### src/rtl/dram_bridge_pkg.sv
// Shared types and constants for the round-robin DRAM bridge.
package dram_bridge_pkg;

    typedef enum logic [2:0] {
        ST_IDLE,
        ST_AR,
        ST_R,
        ST_AW,
        ST_W,
        ST_B,
        ST_RESP
    } bridgeState_t;

    localparam logic [1:0] RESP_OKAY   = 2'b00;
    localparam logic [1:0] RESP_SLVERR = 2'b10;

    // Width of the per-state handshake wait counter.
    localparam int unsigned TO_W = 10;

endpackage

### src/rtl/dram_rr_bridge_rr_arbiter.sv
// Combinational round-robin arbiter: first requester at or after ptr wins.
module rr_arbiter #(
    parameter int unsigned N_CH  = 2,
    parameter int unsigned IDX_W = (N_CH > 1) ? $clog2(N_CH) : 1
) (
    input  logic [N_CH-1:0]  req,
    input  logic [IDX_W-1:0] ptr,
    input  logic             en,
    output logic [N_CH-1:0]  grant,
    output logic [IDX_W-1:0] idx
);

    localparam int unsigned SUM_W = IDX_W + 1;

    logic [SUM_W-1:0] sum;
    logic [IDX_W-1:0] cand;
    logic             found;

    // Walk candidates ptr, ptr+1, ... modulo N_CH and take the first request.
    always_comb begin
        grant = '0;
        idx   = '0;
        found = 1'b0;
        sum   = '0;
        cand  = '0;
        for (int unsigned off = 0; off < N_CH; off++) begin
            sum = {1'b0, ptr} + SUM_W'(off);
            if (sum >= SUM_W'(N_CH)) begin
                sum = sum - SUM_W'(N_CH);
            end
            cand = sum[IDX_W-1:0];
            if (en && !found && req[cand]) begin
                found       = 1'b1;
                grant[cand] = 1'b1;
                idx         = cand;
            end
        end
    end

endmodule

### src/rtl/dram_rr_bridge.sv
// N-channel round-robin bridge onto a single AXI-lite DRAM port, one
// transaction in flight, with per-handshake timeout and error reporting.
module dram_rr_bridge
    import dram_bridge_pkg::*;
#(
    parameter int unsigned N_CH    = 2,
    parameter int unsigned ADDR_W  = 17,
    parameter int unsigned DATA_W  = 64,
    parameter int unsigned TIMEOUT = 1023
) (
    input  logic                     clk,
    input  logic                     rst_n,
    input  logic [N_CH-1:0]          req_valid,
    input  logic [N_CH-1:0]          req_write,
    input  logic [N_CH*ADDR_W-1:0]   req_addr,
    input  logic [N_CH*DATA_W-1:0]   req_wdata,
    output logic [N_CH-1:0]          req_ready,
    output logic [N_CH-1:0]          resp_valid,
    output logic [DATA_W-1:0]        resp_data,
    output logic                     resp_err,
    output logic                     ar_valid,
    output logic [ADDR_W-1:0]        ar_addr,
    input  logic                     ar_ready,
    input  logic                     r_valid,
    input  logic [DATA_W-1:0]        r_data,
    input  logic [1:0]               r_resp,
    output logic                     r_ready,
    output logic                     aw_valid,
    output logic [ADDR_W-1:0]        aw_addr,
    input  logic                     aw_ready,
    output logic                     w_valid,
    output logic [DATA_W-1:0]        w_data,
    input  logic                     w_ready,
    input  logic                     b_valid,
    input  logic [1:0]               b_resp,
    output logic                     b_ready
);

    localparam int unsigned IDX_W = (N_CH > 1) ? $clog2(N_CH) : 1;

    bridgeState_t      state, stateNext;
    logic [IDX_W-1:0]  ptr, grantIdx;
    logic [N_CH-1:0]   grant, curCh;
    logic [ADDR_W-1:0] curAddr, selAddr;
    logic [DATA_W-1:0] curWdata, selWdata, respDataNext;
    logic              selWrite, arbEn, timeUp;
    logic [1:0]        respCodeNext;
    logic [TO_W-1:0]   waitCnt;

    assign arbEn     = (state == ST_IDLE) && rst_n;
    assign req_ready = grant;
    assign ar_addr   = curAddr;
    assign aw_addr   = curAddr;
    assign w_data    = curWdata;

    // Abort once TIMEOUT cycles have been spent waiting in the current state.
    assign timeUp = (waitCnt == TO_W'(TIMEOUT - 1));

    rr_arbiter #(
        .N_CH  (N_CH),
        .IDX_W (IDX_W)
    ) u_arb (
        .req   (req_valid),
        .ptr   (ptr),
        .en    (arbEn),
        .grant (grant),
        .idx   (grantIdx)
    );

    // Mux the winning channel's request fields.
    always_comb begin
        selWrite = 1'b0;
        selAddr  = '0;
        selWdata = '0;
        for (int i = 0; i < N_CH; i++) begin
            if (grant[i]) begin
                selWrite = req_write[i];
                selAddr  = req_addr[i*ADDR_W +: ADDR_W];
                selWdata = req_wdata[i*DATA_W +: DATA_W];
            end
        end
    end

    // State register.
    always_ff @(posedge clk or negedge rst_n) begin
        if (!rst_n) begin
            state <= ST_IDLE;
        end else begin
            state <= stateNext;
        end
    end

    // Next-state logic and the response that RESP will present.
    always_comb begin
        stateNext    = state;
        respCodeNext = RESP_OKAY;
        respDataNext = '0;
        unique case (state)
            ST_IDLE: begin
                if (|grant) begin
                    stateNext = selWrite ? ST_AW : ST_AR;
                end
            end
            ST_AR: begin
                if (ar_ready) begin
                    stateNext = ST_R;
                end else if (timeUp) begin
                    stateNext    = ST_RESP;
                    respCodeNext = RESP_SLVERR;
                end
            end
            ST_R: begin
                if (r_valid) begin
                    stateNext    = ST_RESP;
                    respCodeNext = r_resp;
                    respDataNext = (r_resp == RESP_OKAY) ? r_data : '0;
                end else if (timeUp) begin
                    stateNext    = ST_RESP;
                    respCodeNext = RESP_SLVERR;
                end
            end
            ST_AW: begin
                if (aw_ready) begin
                    stateNext = ST_W;
                end else if (timeUp) begin
                    stateNext    = ST_RESP;
                    respCodeNext = RESP_SLVERR;
                end
            end
            ST_W: begin
                if (w_ready) begin
                    stateNext = ST_B;
                end else if (timeUp) begin
                    stateNext    = ST_RESP;
                    respCodeNext = RESP_SLVERR;
                end
            end
            ST_B: begin
                if (b_valid) begin
                    stateNext    = ST_RESP;
                    respCodeNext = b_resp;
                end else if (timeUp) begin
                    stateNext    = ST_RESP;
                    respCodeNext = RESP_SLVERR;
                end
            end
            ST_RESP: begin
                stateNext = ST_IDLE;
            end
            default: begin
                stateNext = ST_IDLE;
            end
        endcase
    end

    // Grant latch, rr pointer, wait counter and registered AXI/response outputs.
    always_ff @(posedge clk or negedge rst_n) begin
        if (!rst_n) begin
            ptr        <= '0;
            curCh      <= '0;
            curAddr    <= '0;
            curWdata   <= '0;
            waitCnt    <= '0;
            ar_valid   <= 1'b0;
            r_ready    <= 1'b0;
            aw_valid   <= 1'b0;
            w_valid    <= 1'b0;
            b_ready    <= 1'b0;
            resp_valid <= '0;
            resp_err   <= 1'b0;
            resp_data  <= '0;
        end else begin
            if (state == ST_IDLE && |grant) begin
                curCh    <= grant;
                curAddr  <= selAddr;
                curWdata <= selWdata;
                ptr      <= (grantIdx == IDX_W'(N_CH - 1)) ? '0 : grantIdx + IDX_W'(1);
            end
            if (stateNext != state) begin
                waitCnt <= '0;
            end else if (state inside {ST_AR, ST_R, ST_AW, ST_W, ST_B}) begin
                waitCnt <= waitCnt + TO_W'(1);
            end
            ar_valid   <= (stateNext == ST_AR);
            r_ready    <= (stateNext == ST_R);
            aw_valid   <= (stateNext == ST_AW);
            w_valid    <= (stateNext == ST_W);
            b_ready    <= (stateNext == ST_B);
            resp_valid <= (stateNext == ST_RESP) ? curCh : '0;
            resp_err   <= (stateNext == ST_RESP) && (respCodeNext != RESP_OKAY);
            resp_data  <= (stateNext == ST_RESP) ? respDataNext : '0;
        end
    end

endmodule

### config.mk
export PLATFORM = sky130hd
export DESIGN_NAME = dram_rr_bridge
export DESIGN_NICKNAME = d
export VERILOG_FILES = /design/src/rtl/dram_bridge_pkg.sv /design/src/rtl/dram_rr_bridge_rr_arbiter.sv /design/src/rtl/dram_rr_bridge.sv
export SDC_FILE = /design/constraint.sdc
export NUM_CORES = 1
export LEC_CHECK = 0
export ABC_AREA = 1
export BUFFER_PORTS_ARGS = -buffer_cell sky130_fd_sc_hd__buf_2
export CORE_AREA = 2 2 159 161
export CTS_CLUSTER_DIAMETER = 200
export DETAILED_ROUTE_END_ITERATION = 8
export DIE_AREA = 0 0 161 163
export HOLD_SLACK_MARGIN = 0.1
export PLACE_DENSITY = 0.57
export SYNTH_ARGS = -nofsm -noshare
export SYNTH_HDL_FRONTEND = slang
export SYNTH_SLANG_ARGS = --single-unit
### constraint.sdc
create_clock -name clk -period 1.6 [get_ports clk]
set_input_delay 0.16 -clock clk [delete_from_list [all_inputs] [get_ports clk]]
set_output_delay 0.16 -clock clk [all_outputs]
set_load 0.02 [all_outputs]
# After elaboration in Yosys (flattened, before gate mapping)
# Index checks and enable logic that the tools add are counted.
dict set report totals {
  reg_bits 169
  inputBits 241
  elab_cells 99
  out_inout_bits 172
}
dict set report classes {
  addsub 5
  n_eq_ne 13
  n_reduce_logical 15
  muxes 45
  bitwise 1
  magnitude_cmp 6
}
# op count
set op_table {}
lappend op_table {{$mux W64} 6}
lappend op_table {{$mux W17} 2}
lappend op_table {{$mux W3} 7}
lappend op_table {{$mux W10} 2}
lappend op_table {{$mux W2} 10}
lappend op_table {{$pmux W3 S6} 1}
lappend op_table {{$eq A3 B3 Y1 const B} 5}
lappend op_table {{$mux W1} 14}
lappend op_table {{$eq A3 B2 Y1 const B} 4}
lappend op_table {{$add A10 B1 Y10 const B} 1}
lappend op_table {{$eq A10 B10 Y1 const B} 1}
lappend op_table {{$pmux W2 S5} 1}
lappend op_table {{$logic_and A1 B1 Y1} 8}
lappend op_table {{$eq A3 B1 Y1 const B} 2}
lappend op_table {{$reduce_bool A5 Y1} 1}
lappend op_table {{$lt A1 B2 Y1 const B} 2}
lappend op_table {{$reduce_bool A2 Y1} 2}
lappend op_table {{$logic_not A3 Y1} 1}
lappend op_table {{$ne A3 B3 Y1} 1}
lappend op_table {{$add A1 B1 Y2 const B} 1}
lappend op_table {{$demux W1 S1} 2}
lappend op_table {{$ge A1 B1 Y1 const B} 2}
lappend op_table {{$ge A1 B2 Y1 const B} 1}
lappend op_table {{$ge A2 B2 Y1 const B} 1}
lappend op_table {{6 further kinds} 7}

# Logic depth before layout (Yosys ltp)
dict set report logic_depth {
  word_depth 17
  depth_mapped 13
  mapped_depth_nobuf 13
}

# Modules after synthesis
# From an unflattened synthesis, not the netlist that was laid out.
dict set report unflattened {
  hier_cells 753
  area_unflattened_um2 7114.3
}
# module cells_per_inst seq_area_each_um2 area_per_inst_um2 instances
set by_module_without_submodules {}
lappend by_module_without_submodules {dram_rr_bridge 747 4229.1 7088.0 1}
lappend by_module_without_submodules {rr_arbiter 6 0.0 26.3 1}

# Worst setup path after synthesis
# No wires, ideal clock.
dict set report synth_timing {
  path_type {reg-to-reg}
  start {register state[0]}
  end {register waitCnt[2]}
  path_buffers 2
  required_time_ns 1.480
  path_slack_ns 0.025
  period_less_slack_ns 1.575
  setup_time_ns 0.120
  path_stages_with_launch 13
  arrival_ns 1.455
  path_cell_list {dfrtp_1 buf_2 nor2_2 nand3_2 nor2_2 inv_2 nor2_4 nor2_2 buf_4 nand3_2 nand2_1 nand3_4 nor2_1}
}
dict set report synth_via {
  elab_chain_len 15
  elab_cells_between_ends 31
  cone_classes {6 x eq/ne; 15 x mux; 1 x bitwise; 9 x reduce/logical}
}
# item line
set synth_lines {}
lappend synth_lines {{from (decl)} dram_rr_bridge.sv:41} ;# bridgeState_t state, stateNext;
lappend synth_lines {{from (signal assigned)} dram_rr_bridge.sv:89} ;# state <= stateNext;
lappend synth_lines {{$logic_not A3 Y1} {dram_rr_bridge.sv:50, dram_rr_bridge.sv:98}}
lappend synth_lines {{$logic_and A1 B1 Y1} dram_rr_bridge.sv:50} ;# assign arbEn = (state == ST_IDLE) && rst_n;
lappend synth_lines {{$logic_and A1 B1 Y1} dram_rr_bridge_rr_arbiter.sv:32} ;# if (en && !found && req[cand]) begin
lappend synth_lines {{$mux W1} dram_rr_bridge_rr_arbiter.sv:32}
lappend synth_lines {{$logic_not A1 Y1} dram_rr_bridge_rr_arbiter.sv:32}
lappend synth_lines {{$logic_and A1 B1 Y1 (2 in series)} dram_rr_bridge_rr_arbiter.sv:32}
lappend synth_lines {{$mux W2} dram_rr_bridge_rr_arbiter.sv:32}
lappend synth_lines {{$mux W1 (2 in series)} dram_rr_bridge.sv:76} ;# if (grant[i]) begin
lappend synth_lines {{$mux W2} dram_rr_bridge.sv:101} ;# stateNext = selWrite ? ST_AW : ST_AR;
lappend synth_lines {{$mux W3} dram_rr_bridge.sv:100} ;# if (|grant) begin
lappend synth_lines {{$pmux W3 S6} dram_rr_bridge.sv:98} ;# unique case (state)
lappend synth_lines {{$ne A3 B3 Y1} dram_rr_bridge.sv:179} ;# if (stateNext != state) begin
lappend synth_lines {{$mux W10 / $reduce_bool A2 Y1 (equally long branches)} n/a}
lappend synth_lines {{to (signal assigned)} dram_rr_bridge.sv:182} ;# waitCnt <= waitCnt + TO_W'(1);
lappend synth_lines {{to (decl)} dram_rr_bridge.sv:48} ;# logic [TO_W-1:0] waitCnt;
# Several ways; a longest one is shown, not always the timed one.
# A chain may end at the register's enable or synchronous reset.

# Worst setup path after layout
dict set report layout_timing {
  start {register state[1]}
  end {register waitCnt[3]}
}
dict set report layout_via {
  elab_cells_between_ends 31
  cone_classes {6 x eq/ne; 15 x mux; 1 x bitwise; 9 x reduce/logical}
}
# item line
set layout_lines {}
lappend layout_lines {{$logic_not A3 Y1} {dram_rr_bridge.sv:50, dram_rr_bridge.sv:98}}
lappend layout_lines {{$logic_and A1 B1 Y1} dram_rr_bridge.sv:50}
lappend layout_lines {{$logic_and A1 B1 Y1} dram_rr_bridge_rr_arbiter.sv:32}
lappend layout_lines {{$mux W1} dram_rr_bridge_rr_arbiter.sv:32}
lappend layout_lines {{$logic_not A1 Y1} dram_rr_bridge_rr_arbiter.sv:32}
lappend layout_lines {{$logic_and A1 B1 Y1 (2 in series)} dram_rr_bridge_rr_arbiter.sv:32}
lappend layout_lines {{$mux W2} dram_rr_bridge_rr_arbiter.sv:32}
lappend layout_lines {{$reduce_or A2 Y1} dram_rr_bridge.sv:100}
lappend layout_lines {{$mux W3} dram_rr_bridge.sv:100}
lappend layout_lines {{$pmux W3 S6 (*)} dram_rr_bridge.sv:98}
lappend layout_lines {{via stateNext[0]} dram_rr_bridge.sv:41}
lappend layout_lines {{$ne A3 B3 Y1 (*)} dram_rr_bridge.sv:179}
lappend layout_lines {{$mux W10 / $reduce_bool A2 Y1 (equally long branches)} n/a}
# Mark *: on every way through the listed nets, which the timed path passes. The rest lies on a longest branch.

==> reports/qor.yml <==
outcome:
  status: "finished with violations"
  failed_checks: "setup timing"
logic_synthesis:
  synth_nets: 1073
  ys_ff_latch: 169
  yosysWarningCount: 0
  synth_cell_type_count: 26
  synth_top_area_cell: "dfrtp_1"
  yosysSeqAreaShare_pct: 59.5
  syn_area_per_cell_um2: 8.56
  synth_area_leaders: "dfrtp_1, nand2_1, nand3_1"
  synth_top_area_share_pct: 59.5
  syn_inst: 830
  mappedNetlistArea_mm2: 0.00711
grt:
  antenna_found_initial: 0
  grt_pass1_vias: 8569
  grt.overflow.total: 0
  grtUsageTotal_pct: 21.8
  grt_pass1_wl_um: 44800
  grt_start_max_net_pins: 170
timing:
  rsz0062_at_grt: "true"
  fmax_mhz: 560
  skew_ns: 0.00867
  setup_ws_ns: -0.187
  worst_pin_slew_ns: 0.943
  period_needed_ns: 1.79
  timing.final.crit_share_pct: 112
  hold_violations: 0
  setup_violations: 99
  slew_viol_final: 0
  whs_ns: 0.142
  relSlewSlack_pct: 37.1
die:
  die_area_mm2: 0.0262
  die_w_um: 161
  io-pin-count: 413
  initial_utilization_pct: 28.8
  die_y_um: 163
  core-area_mm2: 0.0247
  rows: 58
drt:
  vias_per_cell: 4.54
  antenna_left: 0
  finalWirelength_um: 30700
  post_drt_wl_per_cell_um: 16.5
  drt_iter0_markers: 687
  vias: 8451
  first_pass_iters: 5
  drc_errors: 0
min_path:
  worstHoldPathType: "primary input to register"
critical_path:
  criticalPathCategory: "register to register"
  max_stage_delay_ns: 0.42
  cp_slowest_cell: "dfrtp_1"
  regToRegEndpoint: "waitCnt[3]"
  r2r_slack_ns: -0.19
  crit_path_start: "state[1]"
  crit_fanout: 5
  critical_path.endpoint_type: "register"
  cp-endpoint: "waitCnt[3]"
  worstPathCellList: "nor2_4, nand3_4, nor2_4, inv_2, nor2_4, buf_6, nor2_4, nand2_2, nand2_2, nand2_4, nand3_4, nor2_2"
  required_ns: 1.96
  cp.arrival_ns: 2.15
  cp_common_cell: "nor2_4"
  reg2reg_from: "state[1]"
  cp-start-kind: "register"
  reg2reg_depth: 12
power:
  power_leakage_nw: 7.10
  clockPowerShare_pct: 23.1
  vdd_drop_max_mv: 0.709
  seqPwrFrac_pct: 31.1
  p_int_w: 0.0116
  p_comb_share_pct: 45.8
  switching_share_pct: 41.1
  power.switching_w: 0.00810
  power-per-cell-area_mw_per_mm2: 1450
  report.power.total_w: 0.0197
placed_design:
  preCtsSetupSlack_ns: -0.125
  port_buffers: 412
  gp_congestion: 0.865
  hpwl_um: 17900
clock_tree:
  htree_levels: 4
  cts.clk_slew.worst_paths_ns: 0.07
  clkLatencyLatePin_ns: 0.42
  cts_buffer_depth: 2
  cts-buffers-inserted: 17
  clkSinkCount: 169
  clockRootBuffer: "clkbuf_16"
  cts_tree: "yes"
cells_and_area:
  drive_gt1_share_pct: 40.0
  final_common_cell: "buf_2"
  syn2layout_area_growth_pct: 91.0
  nets: 1761
  final_core_util_pct: 55.0
  mostFrequentLayoutCells: "buf_2, nand2_1, dlygate4sd3_1"
run:
  max_cap_viol_count: 0
## flip-flops by register name, indices dropped and copies added, names as in the netlist, named ones only
name        flops
resp_data      64
w_data         64
ar_addr        17
waitCnt        10
state           3
curCh           2
resp_valid      2
ar_valid        1
aw_valid        1
b_ready         1
r_ready         1
resp_err        1
w_valid         1
## what timing repair did
action,CTS,global route
endpoints found under the hold margin,317,0
setup endpoints to repair,96,105
gates cloned,4,5
pin swaps,15,20
gates resized for setup,42,74
setup buffers,17,7
hold buffers,229,0
## cells by family after synthesis
kind of cell             after synthesis  synth area share, %
flip-flops                           169                 59.5
AND/OR/NAND/NOR                      554                 31.9
buffers and inverters                 85                 6.29
XOR/XNOR                               8                0.986
adder cells (fa/ha/maj)                2                0.352
AO/OA/AOI/OAI                         12                0.968
## synthesized netlist by cell type (all sizes together)
cell    number
xnor2        2
nor2        97
nand2      349
a21oi        3
o22ai        2
inv         25
nor3         7
clkbuf      10
dfrtp      169
nand3       97
nand4        3
buf         50
nand3b       1
o21ai        5
xor2         6
o41ai        1
o21bai       1
ha           2
## cell type report
| type | count | area [um2] |
|---|---|---|
| clock inverter | 14 | 199 |
| timing repair buffer | 728 | 5360 |
| sequential | 169 | 4230 |
| clock buffer | 18 | 439 |
| multi-input combinational | 577 | 2830 |
| tap | 330 | 413 |
| antenna | 1 | 2.50 |
| fill | 2069 | 11100 |
| inverter | 25 | 100 |
## worst max-delay path, delay by kind of cell, from the launching register on
kind	cells	cell delay [ns]
buffers and inverters	2	0.18
DFF	1	0.42
and+or+nand+nor	10	1.10
## metal layers
metal  global-route usage [%]  up-vias  wire (um)
met2                     38.2      448      15500
met1                     25.1     3992      11800
met5                        0        -          0
met3                     7.13       60       2530
met4                     7.39        0        850
li1                         -     3951          -
## metrics by stage
step / instance area (um2) / setup TNS, ns / cells
5_1_grt: 13600 / -22.13 / 1861
6_report: 13600 / -10.83 / 1862
3_5_place_dp: 9800 / -3.55 / 1570
3_3_place_gp: 9800 / -1.72 / 1570
2_1_floorplan: 7110 / 0 / 830
4_1_cts: 13100 / -16.10 / 1851
## power by group through the flow
stage / Sequential (W) / Clock (W) / Combinational (W)
CTS: 0.00602 / 0.00467 / 0.00827
floorplan: 0.00738 / 0 / 0.00294
detailed placement: 0.00609 / 0 / 0.00713
finish: 0.00613 / 0.00455 / 0.00904
global route: 0.00626 / 0.00486 / 0.00969
global placement: 0.00606 / 0 / 0.00710
## worst min path at each step
| stage | cells past startpoint | endpoint | startpoint | slack, ns |
|---|---|---|---|---|
| floorplan | 0 | async pin | rst_n | -0.14 |
| global placement | 3 | w_data[30] | req_wdata[94] | 0.38 |
| detailed placement | 3 | w_data[60] | req_wdata[124] | 0.38 |
| CTS | 4 | b_ready | w_ready | 0.11 |
| global route | 4 | b_ready | w_ready | 0.14 |
| finish | 4 | b_ready | w_ready | 0.14 |
(Power assumes the default switching activity.)
